## config.mk

```make
export PLATFORM = sky130hd
export DESIGN_NAME = id_ex_alu_issue
export DESIGN_NICKNAME = d
export VERILOG_FILES = /design/src/rtl/id_ex_pkg.sv /design/src/rtl/id_ex_decode.sv /design/src/rtl/id_ex_alu_issue.sv
export SDC_FILE = /design/constraint.sdc
export NUM_CORES = 1
export LEC_CHECK = 0
export ABC_CLOCK_PERIOD_IN_PS = 4600
export CAP_MARGIN = 30
export CORE_ASPECT_RATIO = 1.25
export CORE_UTILIZATION = 50
export CTS_BUF_LIST = sky130_fd_sc_hd__clkbuf_8
export DETAILED_ROUTE_END_ITERATION = 10
export GPL_TIMING_DRIVEN = 0
export PLACE_DENSITY = 0.87
export SYNTH_ARGS = -nofsm -noshare
export SYNTH_HDL_FRONTEND = slang
export SYNTH_HIERARCHICAL = 1
export SYNTH_SLANG_ARGS = --single-unit
```

## constraint.sdc

```tcl
create_clock -name clk -period 4.6 [get_ports clk]
set_input_delay 0.46 -clock clk [delete_from_list [all_inputs] [get_ports clk]]
set_output_delay 0.46 -clock clk [all_outputs]
set_load 0.01 [all_outputs]
```

## src/rtl/id_ex_pkg.sv

```systemverilog
// Shared constants and the decoded-control bundle for the ID/EX ALU issue stage.
package id_ex_pkg;

  localparam int unsigned OP_W     = 6;
  localparam int unsigned ALU_OP_W = 4;
  localparam int unsigned REG_W    = 5;
  localparam int unsigned WORD_W   = 32;

  // Primary opcodes, instr[31:26]
  localparam logic [OP_W-1:0] OP_RTYPE = 6'h00;
  localparam logic [OP_W-1:0] OP_LW    = 6'h23;
  localparam logic [OP_W-1:0] OP_SW    = 6'h2B;
  localparam logic [OP_W-1:0] OP_BEQ   = 6'h04;
  localparam logic [OP_W-1:0] OP_ADDI  = 6'h08;

  // R-type funct codes, instr[5:0]
  localparam logic [OP_W-1:0] FN_ADD = 6'h20;
  localparam logic [OP_W-1:0] FN_SUB = 6'h22;
  localparam logic [OP_W-1:0] FN_AND = 6'h24;
  localparam logic [OP_W-1:0] FN_OR  = 6'h25;
  localparam logic [OP_W-1:0] FN_SLT = 6'h2A;
  localparam logic [OP_W-1:0] FN_SLL = 6'h00;

  // ALU operation codes
  localparam logic [ALU_OP_W-1:0] ALU_AND    = 4'h0;
  localparam logic [ALU_OP_W-1:0] ALU_OR     = 4'h1;
  localparam logic [ALU_OP_W-1:0] ALU_ADD    = 4'h2;
  localparam logic [ALU_OP_W-1:0] ALU_STADDR = 4'h4;
  localparam logic [ALU_OP_W-1:0] ALU_SUB    = 4'h6;
  localparam logic [ALU_OP_W-1:0] ALU_SLT    = 4'h7;
  localparam logic [ALU_OP_W-1:0] ALU_SLL    = 4'h8;
  localparam logic [ALU_OP_W-1:0] ALU_BUBBLE = 4'hF;

  typedef struct packed {
    logic                valid;
    logic [ALU_OP_W-1:0] alu_op;
    logic [REG_W-1:0]    shamt;
    logic [WORD_W-1:0]   imm;
    logic [REG_W-1:0]    rs;
    logic [REG_W-1:0]    rt;
    logic [REG_W-1:0]    rd;
    logic                alusrc;
    logic                regwrite;
    logic                memread;
    logic                memwrite;
    logic                branch;
  } ex_ctrl_t;

  // Empty EX slot: everything zero except the BUBBLE ALU code
  function automatic ex_ctrl_t bubble_ctrl();
    ex_ctrl_t b;
    b        = '0;
    b.alu_op = ALU_BUBBLE;
    return b;
  endfunction

endpackage

```

## src/rtl/id_ex_decode.sv

```systemverilog
// Combinational MIPS instruction decode into the EX control bundle.
// SLL_SHIFT_EN enables funct 0x00 as SLL; otherwise only the all-zero-shamt/rd NOP form is legal.
module id_ex_decode
  import id_ex_pkg::*;
(
  input  logic [WORD_W-1:0] instr,
  output ex_ctrl_t          ctrl_c,
  output logic              illegal_c
);

  logic [OP_W-1:0] opcode;
  logic [OP_W-1:0] funct;
  logic            bad;
  logic            nop;

  assign opcode = instr[31:26];
  assign funct  = instr[5:0];

  always_comb begin
    ctrl_c   = bubble_ctrl();
    bad      = 1'b0;
    nop      = 1'b0;

    ctrl_c.valid = 1'b1;
    ctrl_c.rs    = instr[25:21];
    ctrl_c.rt    = instr[20:16];
    ctrl_c.imm   = {{16{instr[15]}}, instr[15:0]};
`ifdef SLL_SHIFT_EN
    ctrl_c.shamt = instr[10:6];
`else
    ctrl_c.shamt = '0;
`endif

    // sw and beq have no write target, so rd stays 0
    unique case (opcode)
      OP_RTYPE: begin
        ctrl_c.rd       = instr[15:11];
        ctrl_c.regwrite = 1'b1;
        unique case (funct)
          FN_ADD: ctrl_c.alu_op = ALU_ADD;
          FN_SUB: ctrl_c.alu_op = ALU_SUB;
          FN_AND: ctrl_c.alu_op = ALU_AND;
          FN_OR:  ctrl_c.alu_op = ALU_OR;
          FN_SLT: ctrl_c.alu_op = ALU_SLT;
          FN_SLL: begin
`ifdef SLL_SHIFT_EN
            ctrl_c.alu_op = ALU_SLL;
`else
            if (instr[10:6] == '0 && instr[15:11] == '0) nop = 1'b1;
            else                                          bad = 1'b1;
`endif
          end
          default: bad = 1'b1;
        endcase
      end
      OP_LW: begin
        ctrl_c.alu_op   = ALU_ADD;
        ctrl_c.alusrc   = 1'b1;
        ctrl_c.memread  = 1'b1;
        ctrl_c.regwrite = 1'b1;
        ctrl_c.rd       = instr[20:16];
      end
      OP_SW: begin
        ctrl_c.alu_op   = ALU_STADDR;
        ctrl_c.alusrc   = 1'b1;
        ctrl_c.memwrite = 1'b1;
      end
      OP_BEQ: begin
        ctrl_c.alu_op = ALU_SUB;
        ctrl_c.branch = 1'b1;
      end
      OP_ADDI: begin
        ctrl_c.alu_op   = ALU_ADD;
        ctrl_c.alusrc   = 1'b1;
        ctrl_c.regwrite = 1'b1;
        ctrl_c.rd       = instr[20:16];
      end
      default: bad = 1'b1;
    endcase

    // Writes to $0 are discarded architecturally
    if (ctrl_c.rd == '0) ctrl_c.regwrite = 1'b0;

    if (bad || nop) ctrl_c = bubble_ctrl();
    illegal_c = bad;
  end

endmodule

```

## src/rtl/id_ex_alu_issue.sv

```systemverilog
// Registered ID/EX issue stage: decode, stall/flush priority and saturating illegal counter.
// Optional SLL_SHIFT_EN macro enables SLL issue (see id_ex_decode).
module id_ex_alu_issue
  import id_ex_pkg::*;
#(
  parameter int unsigned CNT_W = 8
) (
  input  logic                clk,
  input  logic                rst_n,
  input  logic                in_valid,
  input  logic [WORD_W-1:0]   instr,
  input  logic                stall,
  input  logic                flush,
  output logic                ex_valid,
  output logic [ALU_OP_W-1:0] ex_alu_op,
  output logic [REG_W-1:0]    ex_shamt,
  output logic [WORD_W-1:0]   ex_imm,
  output logic [REG_W-1:0]    ex_rs,
  output logic [REG_W-1:0]    ex_rt,
  output logic [REG_W-1:0]    ex_rd,
  output logic                ex_alusrc,
  output logic                ex_regwrite,
  output logic                ex_memread,
  output logic                ex_memwrite,
  output logic                ex_branch,
  output logic                illegal,
  output logic [CNT_W-1:0]    illegal_count
);

  ex_ctrl_t dec_ctrl;
  logic     dec_illegal;
  ex_ctrl_t ex_q;

  id_ex_decode u_decode (
    .instr     (instr),
    .ctrl_c    (dec_ctrl),
    .illegal_c (dec_illegal)
  );

  // Priority: reset, flush, stall (hold), no input, load
  always_ff @(posedge clk) begin
    if (!rst_n) begin
      ex_q          <= bubble_ctrl();
      illegal       <= 1'b0;
      illegal_count <= '0;
    end else if (flush) begin
      ex_q    <= bubble_ctrl();
      illegal <= 1'b0;
    end else if (stall) begin
      illegal <= 1'b0;
    end else if (!in_valid) begin
      ex_q    <= bubble_ctrl();
      illegal <= 1'b0;
    end else begin
      ex_q    <= dec_ctrl;
      illegal <= dec_illegal;
      if (dec_illegal && (illegal_count != {CNT_W{1'b1}}))
        illegal_count <= illegal_count + CNT_W'(1);
    end
  end

  assign ex_valid    = ex_q.valid;
  assign ex_alu_op   = ex_q.alu_op;
  assign ex_shamt    = ex_q.shamt;
  assign ex_imm      = ex_q.imm;
  assign ex_rs       = ex_q.rs;
  assign ex_rt       = ex_q.rt;
  assign ex_rd       = ex_q.rd;
  assign ex_alusrc   = ex_q.alusrc;
  assign ex_regwrite = ex_q.regwrite;
  assign ex_memread  = ex_q.memread;
  assign ex_memwrite = ex_q.memwrite;
  assign ex_branch   = ex_q.branch;

endmodule

```

==> impl_metrics.py <==
metrics = {
    "timing": {
        "fmax_mhz": 341,
        "finalMaxSlewViolations": 0,
        "slew_headroom": 0.599,
        "hold_viol": 0,
        "fin_tns_setup_ns": 0,
        "worst_slew_pin_slew_ns": 0.602,
        "setup_viol": 0,
        "rsz0062_at_grt": "no",
        "finalCriticalPeriod_ns": 2.93,
        "fin_worst_skew_ns": 0.00501,
        "finalCritPeriodShare": 0.638,
    },
    "route": {
        "routed_via_density": 5.49,
        "first_pass_iters": 4,
        "wl_um": 8820,
        "final_antenna_net_count": 0,
        "drtIter0Drc": 206,
        "drc": 0,
        "wl_per_cell_um": 15.4,
        "vias": 3152,
    },
    "cells_and_area": {
        "fin_nets": 522,
        "diodes": 0,
        "stdcell_count": 574,
        "drive_gt1_frac": 0.115,
        "multi_input_area_um2": 1510,
        "fin_util": 0.743,
        "area_growth_pct": 42.8,
        "layout_commonest_cell": "clkdlybuf4s50_1",
        "most-common-layout-cells": "106 x clkdlybuf4s50_1, 75 x nor2_1, 71 x dfxtp_1, 63 x a22oi_1, 29 x and3_1",
        "ff_latch_area_um2": 1420,
        "fillerInstances": 508,
    },
    "pwr": {
        "cellPowerDensity_nw_per_um2": 268,
        "peakVddDrop_uv": 199,
        "power.leakage_nw": 1.71,
        "clock_power_share": 0.393,
        "combPwrFrac": 0.102,
        "p_seq_frac": 0.505,
        "p_sw_frac": 0.238,
        "p_switching_mw": 0.291,
        "p_int_mw": 0.935,
    },
    "clock_tree": {
        "clock-root-buffer": "clkbuf_8",
        "tritoncts": "done",
        "htreeDepth": 3,
        "numCtsBuffers": 9,
        "clock-sinks": 71,
        "post_cts_buffers": 0,
        "post_cts_resized": 0,
        "hold_buffers": 0,
        "path_clk_slew_ns": 0.07,
        "insertion_delay_ns": 0.35,
        "clock_path_buffers": 2,
    },
    "worst_setup_path": {
        "worstPathArrival_ns": 3.22,
        "end_kind": "register",
        "r2r_cells": 5,
        "r2r_setup_slack_ns": 3.14,
        "timing.rr.end": "illegal_count[1]$_SDFFE_PN0P_",
        "crit_start": "instr[26]",
        "worstPathRequired_ns": 4.88,
        "path_max_fanout": 10,
        "cp-start-kind": "primary input",
        "r2r-start": "illegal_count[0]$_SDFFE_PN0P_",
        "criticalPathCategory": "primary input to register",
        "crit_path_end": "illegal_count[7]$_SDFFE_PN0P_",
    },
    "synthesis": {
        "synth.avg_cell_area_um2": 8.84,
        "ys.flop_type": "dfxtp_1",
        "ys_warn_count": 6,
        "synthArstFlopShare": 0,
        "ys_types": 48,
        "ys_seq_area_frac": 0.443,
        "ys_seq_elements": 71,
        "postSynthCellCount": 363,
        "synth_edf_count": 0,
        "syn_area_um2": 3210,
    },
    "place": {
        "hpwl_um": 6510,
        "io_buffer_count": 106,
        "dp.cells": 558,
        "place_congestion": 0.913,
    },
    "floorplan": {
        "io-pin-count": 108,
        "die_x_um": 73.7,
        "dieArea_um2": 6750,
        "start_util": 0.520,
        "core_um2": 6170,
        "die_height_um": 91.6,
        "rows": 32,
    },
    "run": {
        "max_cap_violations": 0,
    },
    "global_routing": {
        "grt_use_total": 0.274,
        "grt_pass1_vias": 3010,
        "grt_pass1_wl_um": 14100,
        "antenna_found_initial": 0,
        "grt_remaining_overflow": 0,
        "grt_max_degree": 18,
    },
    "hold_path": {
        "holdCritPathClass": "register to register",
    },
    "run_status": {
        "status": "complete, no violations",
    },
}
-- synthesized netlist by cell type, drive strengths merged, types with 2 or more instances --
master / count / area [µm²]
nor2b: 4 / 25.0
a22oi: 63 / 473
or4: 2 / 15.0
nor4: 4 / 31.3
nand2b: 2 / 12.5
clkbuf: 14 / 52.6
o211ai: 2 / 28.8
dfxtp: 71 / 1420
o2111ai: 2 / 17.5
nand3: 2 / 10.0
inv: 6 / 22.5
nor2: 75 / 282
nor3: 2 / 10.0
nand2: 10 / 37.5
o22ai: 3 / 18.8
a21boi: 2 / 26.3
and2: 6 / 40.0
xor2: 4 / 35.0
nand4: 3 / 25.0
o21ai: 8 / 40.0
buf: 32 / 215
nand4b: 2 / 17.5
and3: 29 / 181
-- cell families after synthesis --
group,after synthesis,share of synthesized area
multiplexers,2,0.00780
adder cells (fa/ha/maj),1,0.00390
AO/OA/AOI/OAI,87,0.215
AND/OR/NAND/NOR,144,0.225
other,1,0.00117
buffers and inverters,52,0.0904
flip-flops,71,0.443
XOR/XNOR,5,0.0136
-- state kept, by name, indices dropped and copies added (netlist names) --
name	flops
ex_rs	5
ex_rd	5
ex_memwrite	1
ex_valid	1
ex_regwrite	1
illegal	1
ex_shamt	5
ex_alusrc	1
illegal_count	8
ex_rt	5
ex_imm	32
ex_branch	1
ex_memread	1
ex_alu_op	4
-- power groups by stage --
stage | registers (mW) | clock network, mW | logic [mW]
finish | 0.620 | 0.482 | 0.125
global placement | 0.633 | 0 | 0.120
CTS | 0.619 | 0.489 | 0.123
global route | 0.619 | 0.519 | 0.134
floorplan | 0.635 | 0 | 0.0593
detailed placement | 0.634 | 0 | 0.123
-- worst max-delay path, stage by stage --
cell and delay, ns:
clkdlybuf4s50_1 0.51, nor4_2 0.47, o311ai_4 0.26, buf_2 0.23, o21ai_0 0.35, and4bb_4 0.36, o211ai_4 0.10, or4_1 0.40
o21ai_1 0.09
-- area by class of cell --
class | instances | share of cell area
Timing Repair Buffer | 106 | 0.232
Multi-Input combinational cell | 244 | 0.330
Clock inverter | 6 | 0.0115
Sequential cell | 71 | 0.310
Inverter | 6 | 0.00492
Buffer | 46 | 0.0584
Clock buffer | 10 | 0.0300
Tap cell | 85 | 0.0232
-- stage by stage --
step                area, µm²  setup WS (ns)  hold WS [ns]  power [mW]
floorplan                3220           2.30         0.500       0.694
global placement         4390           1.39         0.446       0.753
detailed placement       4390           1.35         0.466       0.756
CTS                      4580           1.71         0.480        1.23
global route             4580           1.49         0.508        1.27
finish                   4580           1.67         0.480        1.23
-- worst min-delay path by stage --
stage / from / endpoint / slack (ns) / depth (start not counted)
6_report: ex_alu_op[3]$_SDFFE_PP1N_ / ex_alu_op[3]$_SDFFE_PP1N_ / 0.48 / 2
5_1_grt: ex_alu_op[3]$_SDFFE_PP1N_ / ex_alu_op[3]$_SDFFE_PP1N_ / 0.51 / 2
4_1_cts: ex_alu_op[3]$_SDFFE_PP1N_ / ex_alu_op[3]$_SDFFE_PP1N_ / 0.48 / 2
3_5_place_dp: ex_alu_op[3]$_SDFFE_PP1N_ / ex_alu_op[3]$_SDFFE_PP1N_ / 0.47 / 2
3_3_place_gp: ex_alu_op[3]$_SDFFE_PP1N_ / ex_alu_op[3]$_SDFFE_PP1N_ / 0.45 / 2
2_1_floorplan: ex_alu_op[3]$_SDFFE_PP1N_ / ex_alu_op[3]$_SDFFE_PP1N_ / 0.50 / 2
-- routing by layer --
layer / GRT usage / routed length (µm) / part of all wire
met1: 0.326 / 3590 / 0.41
met2: 0.460 / 4540 / 0.51
met3: 0.0610 / 491 / 0.056
met4: 0.122 / 204 / 0.023
met5: 0 / 0 / 0
No activity file was read; power rests on OpenSTA's default activity.
==> RTL edit (config.mk and constraints unchanged) <==
The option `SLL_SHIFT_EN` is turned on by a define.
--- a/src/rtl/id_ex_decode.sv
+++ b/src/rtl/id_ex_decode.sv
@@ -1,5 +1,7 @@
 // Combinational MIPS instruction decode into the EX control bundle.
 // SLL_SHIFT_EN enables funct 0x00 as SLL; otherwise only the all-zero-shamt/rd NOP form is legal.
+`define SLL_SHIFT_EN
+
 module id_ex_decode
   import id_ex_pkg::*;
 (
Formal check against the unedited RTL: not equivalent (a bounded check fails within 4 cycles, from zero or initial values and one cycle with rst_n low).
==> RTL edit against the original RTL <==
Count of clock-buffer cells in the layout did not move; total power down 3.6%; critical path depth rose by 3; register-to-register slack hardly changed; critical endpoint is now ex_imm[30]; non-clock buffer count is 2 higher; setup slack gained 0.066 ns; final area fell by 0.38%; sequential cell count stayed put; wire length down 4.1%; synthesized area increased by 0.23%.
==> RTL edit: results (changes against the original RTL) <==
Timing
The worst slew margin relative to its limit is 64.1% (+4.2 points). The worst hold slack after final layout was 0.494 ns (+0.0141 ns). The worst clock skew is 0.00550 ns (+0.000486 ns).

Global route
The wire length of the first global-routing pass is 13.3 mm (-5.3%). The total track usage came to 25.7% (-1.7 points). The number of global-route vias before repair is 2899 (-3.7%). The maximum number of pins on one net before global-route repair is 15 (-3).

Power
The net switching power figure is 0.301 mW (+3.2%). The static leakage is 1.58 nW (-7.9%). The maximum ir drop on the vdd rail is 230 µV (+16%).

Critical path
The arrival time at the worst endpoint is 3.15 ns (-0.07 ns). The delay contributed by the slowest stage of the critical path was 0.44 ns (-0.07 ns). The maximum fanout count along the critical path is 14 (+4).

The capturing point of the worst reg2reg path is illegal_count[7]. The startpoint identified for the worst register-to-register timing path is illegal_count[0].

Cells and area
The proportion of layout cells with a drive suffix above 1 is 12.8% (+1.3 points). The number of fill cells is 487 (-4.1%). The count of nets after finishing is 520 (-0.38%). The number of flip-flops under the largest register name is 32 (unchanged). The final standard cell count with taps included and fillers excluded is 571 (-0.52%). The area occupied by multi-input gates came to 1490 µm² (-1.2%). The number of antenna repair diodes came to 0 (unchanged).

Place
The setup slack at placement was 1.40 ns (+0.0502 ns). The post-detailed-placement half-perimeter wirelength is 6.15 mm (-5.6%). The number of cells after detailed placement is 556 (-0.36%).

The routability-driven placement congestion ratio is 0.832 (-8.9%).

Drt
The number of DRC violations after detailed-routing iteration 0 is 163 (-21%). The post-detailed-route via-to-cell ratio is 5.33 (-3.0%). The total iterations of the first detailed-routing run is 5 (+1). The average routed wire per standard cell is 14.8 µm (-3.6%).

Hold path
The min-delay analysis places its worst path in the category register to register. For hold timing, the worst endpoint is ex_alu_op[3]. The origin of the worst min-delay path is ex_alu_op[3].

Yosys
The proportion of register bits with asynchronous set or reset after synthesis is 0% (unchanged). After synthesis, the most frequently instantiated cells are nor2_1 (75), dfxtp_1 (71), a22oi_1 (63). The area share of the largest cell type after synthesis is 44.2% (-0.10 points). By area the synthesized netlist is led by dfxtp_1 (44%), a22oi_1 (15%), nor2_1 (8.8%), nor2b_1 (5.4%), buf_4 (4.9%). The number of distinct library cell variants in the gate-level netlist after synthesis is 49 (+2.1%). The proportion of synthesized chip area in sequential cells is 44.2% (-0.10 points). The post-synthesis cell count is 364 (+0.28%).

Status
The flow ran to the end, and the final reports show no timing, DRC or antenna violations.
[RTL edit: area by class of cell]
type / instances / share of cell area [%]
Clock buffer: 10 / 3.02
Tap cell: 85 / 2.33
Timing Repair Buffer: 107 / 23.4
Clock inverter: 5 / 0.768
Inverter: 4 / 0.329
Sequential cell: 71 / 31.1
Buffer: 47 / 6.28
Multi-Input combinational cell: 242 / 32.7
[RTL edit: worst max-delay path by stage]
stage | start | end | slack [ns] | depth (start not counted)
after floorplan | instr[26] | ex_imm[29] | 1.99 | 10
after global placement | instr[26] | ex_imm[30] | 0.96 | 11
after detailed placement | instr[26] | ex_imm[30] | 1.40 | 12
after CTS | instr[26] | ex_imm[30] | 1.77 | 12
after global routing | instr[26] | ex_imm[30] | 1.52 | 12
final | instr[26] | ex_imm[30] | 1.73 | 12
[RTL edit: critical path, delay by kind of cell]
kind	cells	cell delay (ns)
muxes	1	0.16
and+or+nand+nor	5	1.35
AOI/OAI and AO/OA	1	0.05
buffers and inverters	5	1.12
[RTL edit: kinds of logic (layout without fill, tap and decap cells)]
logic type | after synthesis | after routing | synth area share [%]
mux | 2 | 2 | 0.739
simple gates | 147 | 147 | 23.6
compound gates | 87 | 87 | 20.4
flops | 71 | 71 | 44.2
buf+inv | 51 | 173 | 9.37
xor+xnor | 5 | 5 | 1.36
fa+ha+maj | 1 | 1 | 0.389
[RTL edit: power by group through the flow]
stage	clock (mW)	sequential (mW)	combinational, mW
after floorplan	0	0.633	0.0606
after global placement	0	0.632	0.119
after detailed placement	0	0.632	0.121
after CTS	0.444	0.618	0.122
after global routing	0.470	0.618	0.133
final	0.441	0.618	0.123
[RTL edit: routing by layer]
layer	vias up	track usage [%]	share of wire [%]
met5	-	0	0
met2	118	43.1	50
li1	1497	-	-
met3	22	5.49	5.9
met1	1406	30.3	41
met4	0	12.8	3.2
